<file path="src/rtl/atm_account_arbiter_if.sv">
// Terminal-facing transaction bus of the ATM account arbiter.
// The master is the terminal side and the slave is the arbiter.
interface atm_account_arbiter_if #(
  parameter int unsigned WIDTH = 16
);
  logic [1:0]       req;
  logic [1:0]       op0;
  logic [WIDTH-1:0] amt0;
  logic [1:0]       op1;
  logic [WIDTH-1:0] amt1;
  logic [1:0]       ack;
  logic [1:0]       status;
  logic [WIDTH-1:0] rd_balance;
  logic [WIDTH-1:0] balance;
  logic             busy;

  modport master (
    output req, op0, amt0, op1, amt1,
    input  ack, status, rd_balance, balance, busy
  );

  modport slave (
    input  req, op0, amt0, op1, amt1,
    output ack, status, rd_balance, balance, busy
  );
endinterface

</file>
<file path="src/rtl/atm_account_arbiter.sv">
// Round-robin arbiter that runs inquiry/withdraw/deposit transactions from
// two ATM terminals against one shared balance, with a four-phase req/ack.
module atm_account_arbiter #(
  parameter int unsigned      WIDTH        = 16,
  parameter logic [WIDTH-1:0] INIT_BALANCE = WIDTH'(16'h2710),
  parameter logic [WIDTH-1:0] WD_LIMIT     = WIDTH'(16'h1388)
) (
  input logic                  clk,
  input logic                  reset,
  atm_account_arbiter_if.slave bus
);

  localparam logic [1:0] OP_INQ = 2'b00;
  localparam logic [1:0] OP_WD  = 2'b01;
  localparam logic [1:0] OP_DEP = 2'b10;

  localparam logic [1:0] ST_OK     = 2'b00;
  localparam logic [1:0] ST_INSUFF = 2'b01;
  localparam logic [1:0] ST_LIMIT  = 2'b10;
  localparam logic [1:0] ST_BADOP  = 2'b11;

  typedef enum logic [1:0] {
    IDLE     = 2'b00,
    EXEC     = 2'b01,
    WAIT_REL = 2'b10
  } state_t;

  state_t           state, state_next;
  logic             grant, grant_next;
  logic             last_grant, last_grant_next;
  logic [1:0]       op_q, op_next;
  logic [WIDTH-1:0] amt_q, amt_next;
  logic [WIDTH-1:0] balance_q, balance_next;
  logic [1:0]       ack_q, ack_next;
  logic [1:0]       status_q, status_next;
  logic [WIDTH-1:0] rd_balance_q, rd_balance_next;
  logic             busy_q, busy_next;
  logic [WIDTH:0]   sum;
  logic             g;

  // State and datapath registers; reset aborts any in-flight transaction.
  always_ff @(posedge clk) begin
    if (!reset) begin
      state        <= IDLE;
      grant        <= 1'b0;
      last_grant   <= 1'b1;
      op_q         <= OP_INQ;
      amt_q        <= '0;
      balance_q    <= INIT_BALANCE;
      ack_q        <= 2'b00;
      status_q     <= ST_OK;
      rd_balance_q <= '0;
      busy_q       <= 1'b0;
    end else begin
      state        <= state_next;
      grant        <= grant_next;
      last_grant   <= last_grant_next;
      op_q         <= op_next;
      amt_q        <= amt_next;
      balance_q    <= balance_next;
      ack_q        <= ack_next;
      status_q     <= status_next;
      rd_balance_q <= rd_balance_next;
      busy_q       <= busy_next;
    end
  end

  // Next-state, arbitration and transaction evaluation.
  always_comb begin
    state_next      = state;
    grant_next      = grant;
    last_grant_next = last_grant;
    op_next         = op_q;
    amt_next        = amt_q;
    balance_next    = balance_q;
    ack_next        = ack_q;
    status_next     = status_q;
    rd_balance_next = rd_balance_q;
    sum             = {1'b0, balance_q} + {1'b0, amt_q};
    g               = (bus.req == 2'b11) ? ~last_grant : bus.req[1];

    unique case (state)
      IDLE: begin
        if (|bus.req) begin
          grant_next      = g;
          last_grant_next = g;
          op_next         = g ? bus.op1 : bus.op0;
          amt_next        = g ? bus.amt1 : bus.amt0;
          state_next      = EXEC;
        end
      end
      EXEC: begin
        unique case (op_q)
          OP_INQ: status_next = ST_OK;
          OP_WD: begin
            if (amt_q > WD_LIMIT) begin
              status_next = ST_LIMIT;
            end else if (amt_q > balance_q) begin
              status_next = ST_INSUFF;
            end else begin
              balance_next = balance_q - amt_q;
              status_next  = ST_OK;
            end
          end
          OP_DEP: begin
            // Carry out of the widened sum means the balance would wrap.
            if (sum[WIDTH]) begin
              status_next = ST_LIMIT;
            end else begin
              balance_next = sum[WIDTH-1:0];
              status_next  = ST_OK;
            end
          end
          default: status_next = ST_BADOP;
        endcase
        rd_balance_next  = balance_next;
        ack_next         = 2'b00;
        ack_next[grant]  = 1'b1;
        state_next       = WAIT_REL;
      end
      WAIT_REL: begin
        if (!bus.req[grant]) begin
          ack_next   = 2'b00;
          state_next = IDLE;
        end
      end
      default: begin
        ack_next   = 2'b00;
        state_next = IDLE;
      end
    endcase

    busy_next = (state_next != IDLE);
  end

  assign bus.ack        = ack_q;
  assign bus.status     = status_q;
  assign bus.rd_balance = rd_balance_q;
  assign bus.balance    = balance_q;
  assign bus.busy       = busy_q;

endmodule

</file>
<file path="src/flat_wrapper.sv">
// flat-port wrapper written by rule: the top's interface ports become plain ports
module atm_account_arbiter_flat 
#(
  parameter int unsigned      WIDTH        = 16,
  parameter logic [WIDTH-1:0] INIT_BALANCE = WIDTH'(16'h2710),
  parameter logic [WIDTH-1:0] WD_LIMIT     = WIDTH'(16'h1388)
)
  (clk, reset, bus_req, bus_op0, bus_amt0, bus_op1, bus_amt1, bus_ack, bus_status, bus_rd_balance, bus_balance, bus_busy);
  atm_account_arbiter_if #(.WIDTH(WIDTH)) bus_i ();
  input logic clk;
  input logic reset;
  input wire logic [$bits(bus_i.req)-1:0] bus_req;
  input wire logic [$bits(bus_i.op0)-1:0] bus_op0;
  input wire logic [$bits(bus_i.amt0)-1:0] bus_amt0;
  input wire logic [$bits(bus_i.op1)-1:0] bus_op1;
  input wire logic [$bits(bus_i.amt1)-1:0] bus_amt1;
  output wire logic [$bits(bus_i.ack)-1:0] bus_ack;
  output wire logic [$bits(bus_i.status)-1:0] bus_status;
  output wire logic [$bits(bus_i.rd_balance)-1:0] bus_rd_balance;
  output wire logic [$bits(bus_i.balance)-1:0] bus_balance;
  output wire logic [$bits(bus_i.busy)-1:0] bus_busy;
  assign bus_i.req = bus_req;
  assign bus_i.op0 = bus_op0;
  assign bus_i.amt0 = bus_amt0;
  assign bus_i.op1 = bus_op1;
  assign bus_i.amt1 = bus_amt1;
  assign bus_ack = bus_i.ack;
  assign bus_status = bus_i.status;
  assign bus_rd_balance = bus_i.rd_balance;
  assign bus_balance = bus_i.balance;
  assign bus_busy = bus_i.busy;
  atm_account_arbiter #(.WIDTH(WIDTH), .INIT_BALANCE(INIT_BALANCE), .WD_LIMIT(WD_LIMIT)) u_core (.clk(clk), .reset(reset), .bus(bus_i));
endmodule
</file>
<file path="config.mk">
export PLATFORM = sky130hd
export DESIGN_NAME = atm_account_arbiter_flat
export DESIGN_NICKNAME = d
export VERILOG_FILES = /design/src/rtl/atm_account_arbiter_if.sv /design/src/rtl/atm_account_arbiter.sv /design/src/flat_wrapper.sv
export SDC_FILE = /design/constraint.sdc
export NUM_CORES = 1
export LEC_CHECK = 0
export ABC_AREA = 1
export CAP_MARGIN = 25
export CORE_ASPECT_RATIO = 0.8
export CORE_UTILIZATION = 59
export CTS_CLUSTER_SIZE = 16
export DETAILED_ROUTE_END_ITERATION = 12
export GPL_TIMING_DRIVEN = 0
export MAX_ROUTING_LAYER = met4
export PLACE_DENSITY = 0.87
export SYNTH_ARGS = -nofsm -noshare
export SYNTH_HDL_FRONTEND = slang
export SYNTH_SLANG_ARGS = --single-unit
</file>
<file path="constraint.sdc">
create_clock -name clk -period 4 [get_ports clk]
set_input_delay 0.6 -clock clk [delete_from_list [all_inputs] [get_ports clk]]
set_output_delay 0.6 -clock clk [all_outputs]
set_load 0.05 [all_outputs]
</file>
==> results.md <==
* Clock insertion delay at the later pin of the skew report at 0.32 ns
* Count of instances resized after the clock tree is built at 0
* Worst Max-Slew Pin Slew at 0.785 ns
* # diodes at 0
* CTS Root Buffer Type: sky130_fd_sc_hd__clkbuf_8
* Async S/R FF share, synth at 0%
* Number of buffers inserted to repair setup after CTS at 0
* Post-synthesis net count at 795
* Result of the run: complete, no violations
* Number of clock sinks seen by CTS at 48
* Share of cells above drive strength 1 at 9.74%
* Psw at 967 µW
* Violation count after the first detailed-route iteration at 506
* Number of buffers created by CTS at 5
* Number of max-capacitance violations reported at 0
* Row count at 28
* Gate count of the mapped netlist at 717
* Sequential area share after synthesis at 21.4%
* Cell area after synthesis at 0.00449 mm²
* Finish-stage setup viols at 0
* Routed WL at 14300 µm
* Detail-routed net length per standard cell at 15.8 µm
* Final critical delay including setup and external delays at 2.77 ns
* RePlAce Congestion at 1.04
* Post-detailed-route count of antenna-violating nets at 0
* Clock input transition at the sequential cells of the worst setup and hold paths at 0.10 ns
* Internal Pwr Total at 1040 µW
* Via count of the first global-routing pass at 4525
* PortBufs at 76
* Antenna violations before repair at 0
* Highest attainable clock frequency at 361 MHz
* Critical path launch point type: flop
* Static leakage at 0.00267 µW
* Die Ht at 80.1 µm
* Type of destination of the critical path: flop
* Final hold viol count at 0
* Placeable core region at 0.00739 mm²
* Maximum number of pins on one net before global-route repair at 16
* VDD IR max at 0.000270 V
* Total Power Consumption at 2010 µW
* Global-route total usage across every layer at 36.9%
* Worst Path Max Fanout at 5
* WP data required at 4.16 ns
* Least setup slack across all paths after layout at 1.23 ns
* Classification of the worst-slack hold path: flop to flop
* Clock tree from TritonCTS: built
* Largest buffer count on any clock path at 2
* Final total negative setup slack at 0 ns
* Number of optimization iterations in the first detailed-route pass at 5
* FF-to-FF setup slack at 1.23 ns
* Max-slew violation count at 0
* Reg2Reg Depth at 15
* Power Dens Cells at 367 mW/mm²
* Horizontal die dimension at 99.6 µm
* Vias after detailed routing at 5121
* Starting utilization of the core area at 60.8%
* Tightest slew margin relative to the limit at 47.6%
* Logic gate share of total power at 54.1%
* Area enclosed by the die boundary at 0.00797 mm²
* Hold buffers post-CTS at 0
* Fraction of power spent switching nets at 48.1%
* Core occupancy in the finished layout at 74.2%
* Worst EP arrival at 2.93 ns
* Post-Synthesis Mean Instance Area at 6.27 µm²
* Global-route wire length before repair at 22100 µm
* Yosys warnings at 0
* Sum of overflow across all layers after global routing at 0
* Number of ports placed on the die boundary at 77
* Setup repair after global routing missed its margin: no
* Total of flip-flops plus latches after synthesis at 48
* Critical setup path kind: flop to flop
* P&R area growth vs syn at 22.0%
* Number of flops mapped to enable cells by yosys at 0
* Final HPWL from detailed placement at 11400 µm
* Clock skew after layout at 0.0191 ns
* Vias per Instance at 5.65
* Fin crit share at 69.2%
* Place WS at 1.38 ns
* Proportion of power drawn by flip-flops and latches at 29.6%
* Remaining DRCs at 0
* Clock Power Share at 16.3%
* Dominant register cell in the synthesized netlist: sky130_fd_sc_hd__dfxtp_1
* Cell variety after synth at 41
* CTS HTree Levels at 2
* Final net count at 878
[cells in the final DEF (no fill, tap or decap), types with 7 or more instances in the layout]
cell type and count:
sky130_fd_sc_hd__nand3_1 60, sky130_fd_sc_hd__a31oi_1 23, sky130_fd_sc_hd__nand2_2 8, sky130_fd_sc_hd__o21ai_0 34, sky130_fd_sc_hd__nor3_1 8, sky130_fd_sc_hd__inv_1 87, sky130_fd_sc_hd__nand2_4 8, sky130_fd_sc_hd__dfxtp_1 48
sky130_fd_sc_hd__nor2_1 55, sky130_fd_sc_hd__a21oi_1 41, sky130_fd_sc_hd__clkbuf_1 9, sky130_fd_sc_hd__clkdlybuf4s50_1 76, sky130_fd_sc_hd__xor2_1 7, sky130_fd_sc_hd__nand2_1 212, sky130_fd_sc_hd__ha_1 36, sky130_fd_sc_hd__buf_4 18
[worst max-delay path, cell delays in order, from the launching register on]
cell and delay (ns):
sky130_fd_sc_hd__dfxtp_1 0.43, sky130_fd_sc_hd__inv_1 0.11, sky130_fd_sc_hd__ha_1 0.26, sky130_fd_sc_hd__fa_1 0.43, sky130_fd_sc_hd__inv_1 0.10, sky130_fd_sc_hd__nand2_1 0.07
sky130_fd_sc_hd__nand2_1 0.09, sky130_fd_sc_hd__nand3_2 0.09, sky130_fd_sc_hd__nand2_2 0.11, sky130_fd_sc_hd__nand2_2 0.08, sky130_fd_sc_hd__nand2_4 0.11, sky130_fd_sc_hd__nand2_4 0.08
sky130_fd_sc_hd__nand2_4 0.08, sky130_fd_sc_hd__nand3_1 0.33, sky130_fd_sc_hd__nand2_1 0.17, sky130_fd_sc_hd__a21oi_1 0.08
[logic make-up (layout without fill, tap and decap cells)]
family | after synthesis | count (layout) | share of synthesized area (%)
simple gates | 372 | 372 | 37.4
buf+inv | 132 | 216 | 13.4
compound gates | 120 | 120 | 15.5
flops | 48 | 48 | 21.4
fa+ha+maj | 38 | 38 | 10.9
xor+xnor | 7 | 7 | 1.36
[final cells by class]
cell class | count | area [µm²]
Fill cell | 607 | 1910
Tap cell | 105 | 131
Inverter | 98 | 375
Clock inverter | 2 | 13.8
Multi-Input combinational cell | 537 | 2930
Timing Repair Buffer | 76 | 761
Clock buffer | 6 | 82.6
Buffer | 34 | 229
Sequential cell | 48 | 961
[power by group through the flow]
| stage | combinational, µW | sequential [µW] | clock, µW |
|---|---|---|---|
| final | 1090 | 595 | 328 |
| after global routing | 1180 | 601 | 343 |
| after CTS | 1060 | 591 | 324 |
| after detailed placement | 1050 | 602 | 0 |
| after global placement | 1030 | 599 | 0 |
| after floorplan | 687 | 666 | 0 |
[Yosys cell counts, types with 6 or more instances]
| cell | instances | area share, % |
|---|---|---|
| sky130_fd_sc_hd__nand2_1 | 212 | 18 |
| sky130_fd_sc_hd__ha_1 | 36 | 10 |
| sky130_fd_sc_hd__nand3_1 | 60 | 6.7 |
| sky130_fd_sc_hd__a21oi_2 | 6 | 1.2 |
| sky130_fd_sc_hd__o21bai_1 | 6 | 1.0 |
| sky130_fd_sc_hd__xor2_1 | 7 | 1.4 |
| sky130_fd_sc_hd__nor2_1 | 55 | 4.6 |
| sky130_fd_sc_hd__o21ai_0 | 34 | 3.8 |
| sky130_fd_sc_hd__a31oi_1 | 23 | 3.2 |
| sky130_fd_sc_hd__nand2_2 | 8 | 1.1 |
| sky130_fd_sc_hd__a21oi_1 | 41 | 4.6 |
| sky130_fd_sc_hd__clkbuf_1 | 9 | 0.75 |
| sky130_fd_sc_hd__buf_4 | 18 | 3.0 |
| sky130_fd_sc_hd__inv_1 | 87 | 7.3 |
| sky130_fd_sc_hd__nand4_1 | 6 | 0.84 |
| sky130_fd_sc_hd__dfxtp_1 | 48 | 21 |
| sky130_fd_sc_hd__nor3_1 | 8 | 0.89 |
| sky130_fd_sc_hd__nand2_4 | 8 | 2.0 |
| sky130_fd_sc_hd__inv_2 | 6 | 0.50 |
[stage by stage]
step | area (µm²) | cells | hold WS (ns)
detailed placement | 5390 | 898 | 0.452
global placement | 5390 | 898 | 0.441
CTS | 5480 | 906 | 0.476
global route | 5480 | 906 | 0.501
floorplan | 4490 | 717 | 0.429
finish | 5480 | 906 | 0.476
[how the worst min path moves through the flow]
| stage | startpoint | end | slack [ns] | cells after the start |
|---|---|---|---|---|
| 2_1_floorplan | u_core.last_grant | u_core.last_grant | 0.43 | 2 |
| 3_3_place_gp | u_core.last_grant | u_core.last_grant | 0.44 | 2 |
| 3_5_place_dp | u_core.last_grant | u_core.last_grant | 0.45 | 2 |
| 4_1_cts | u_core.bus.ack[1] | u_core.bus.ack[1] | 0.48 | 2 |
| 5_1_grt | u_core.bus.rd_balance[4] | u_core.bus.rd_balance[4] | 0.50 | 2 |
| 6_report | u_core.last_grant | u_core.last_grant | 0.48 | 2 |
[metal layers]
layer / track usage, % / part of all wire (%) / wire, µm
met4: 12.6 / 3.1 / 438
met5: - / 0 / 0
met3: 7.75 / 13 / 1800
met2: 57.8 / 43 / 6140
met1: 47.6 / 41 / 5920
Power figures use the tool's default switching activity.
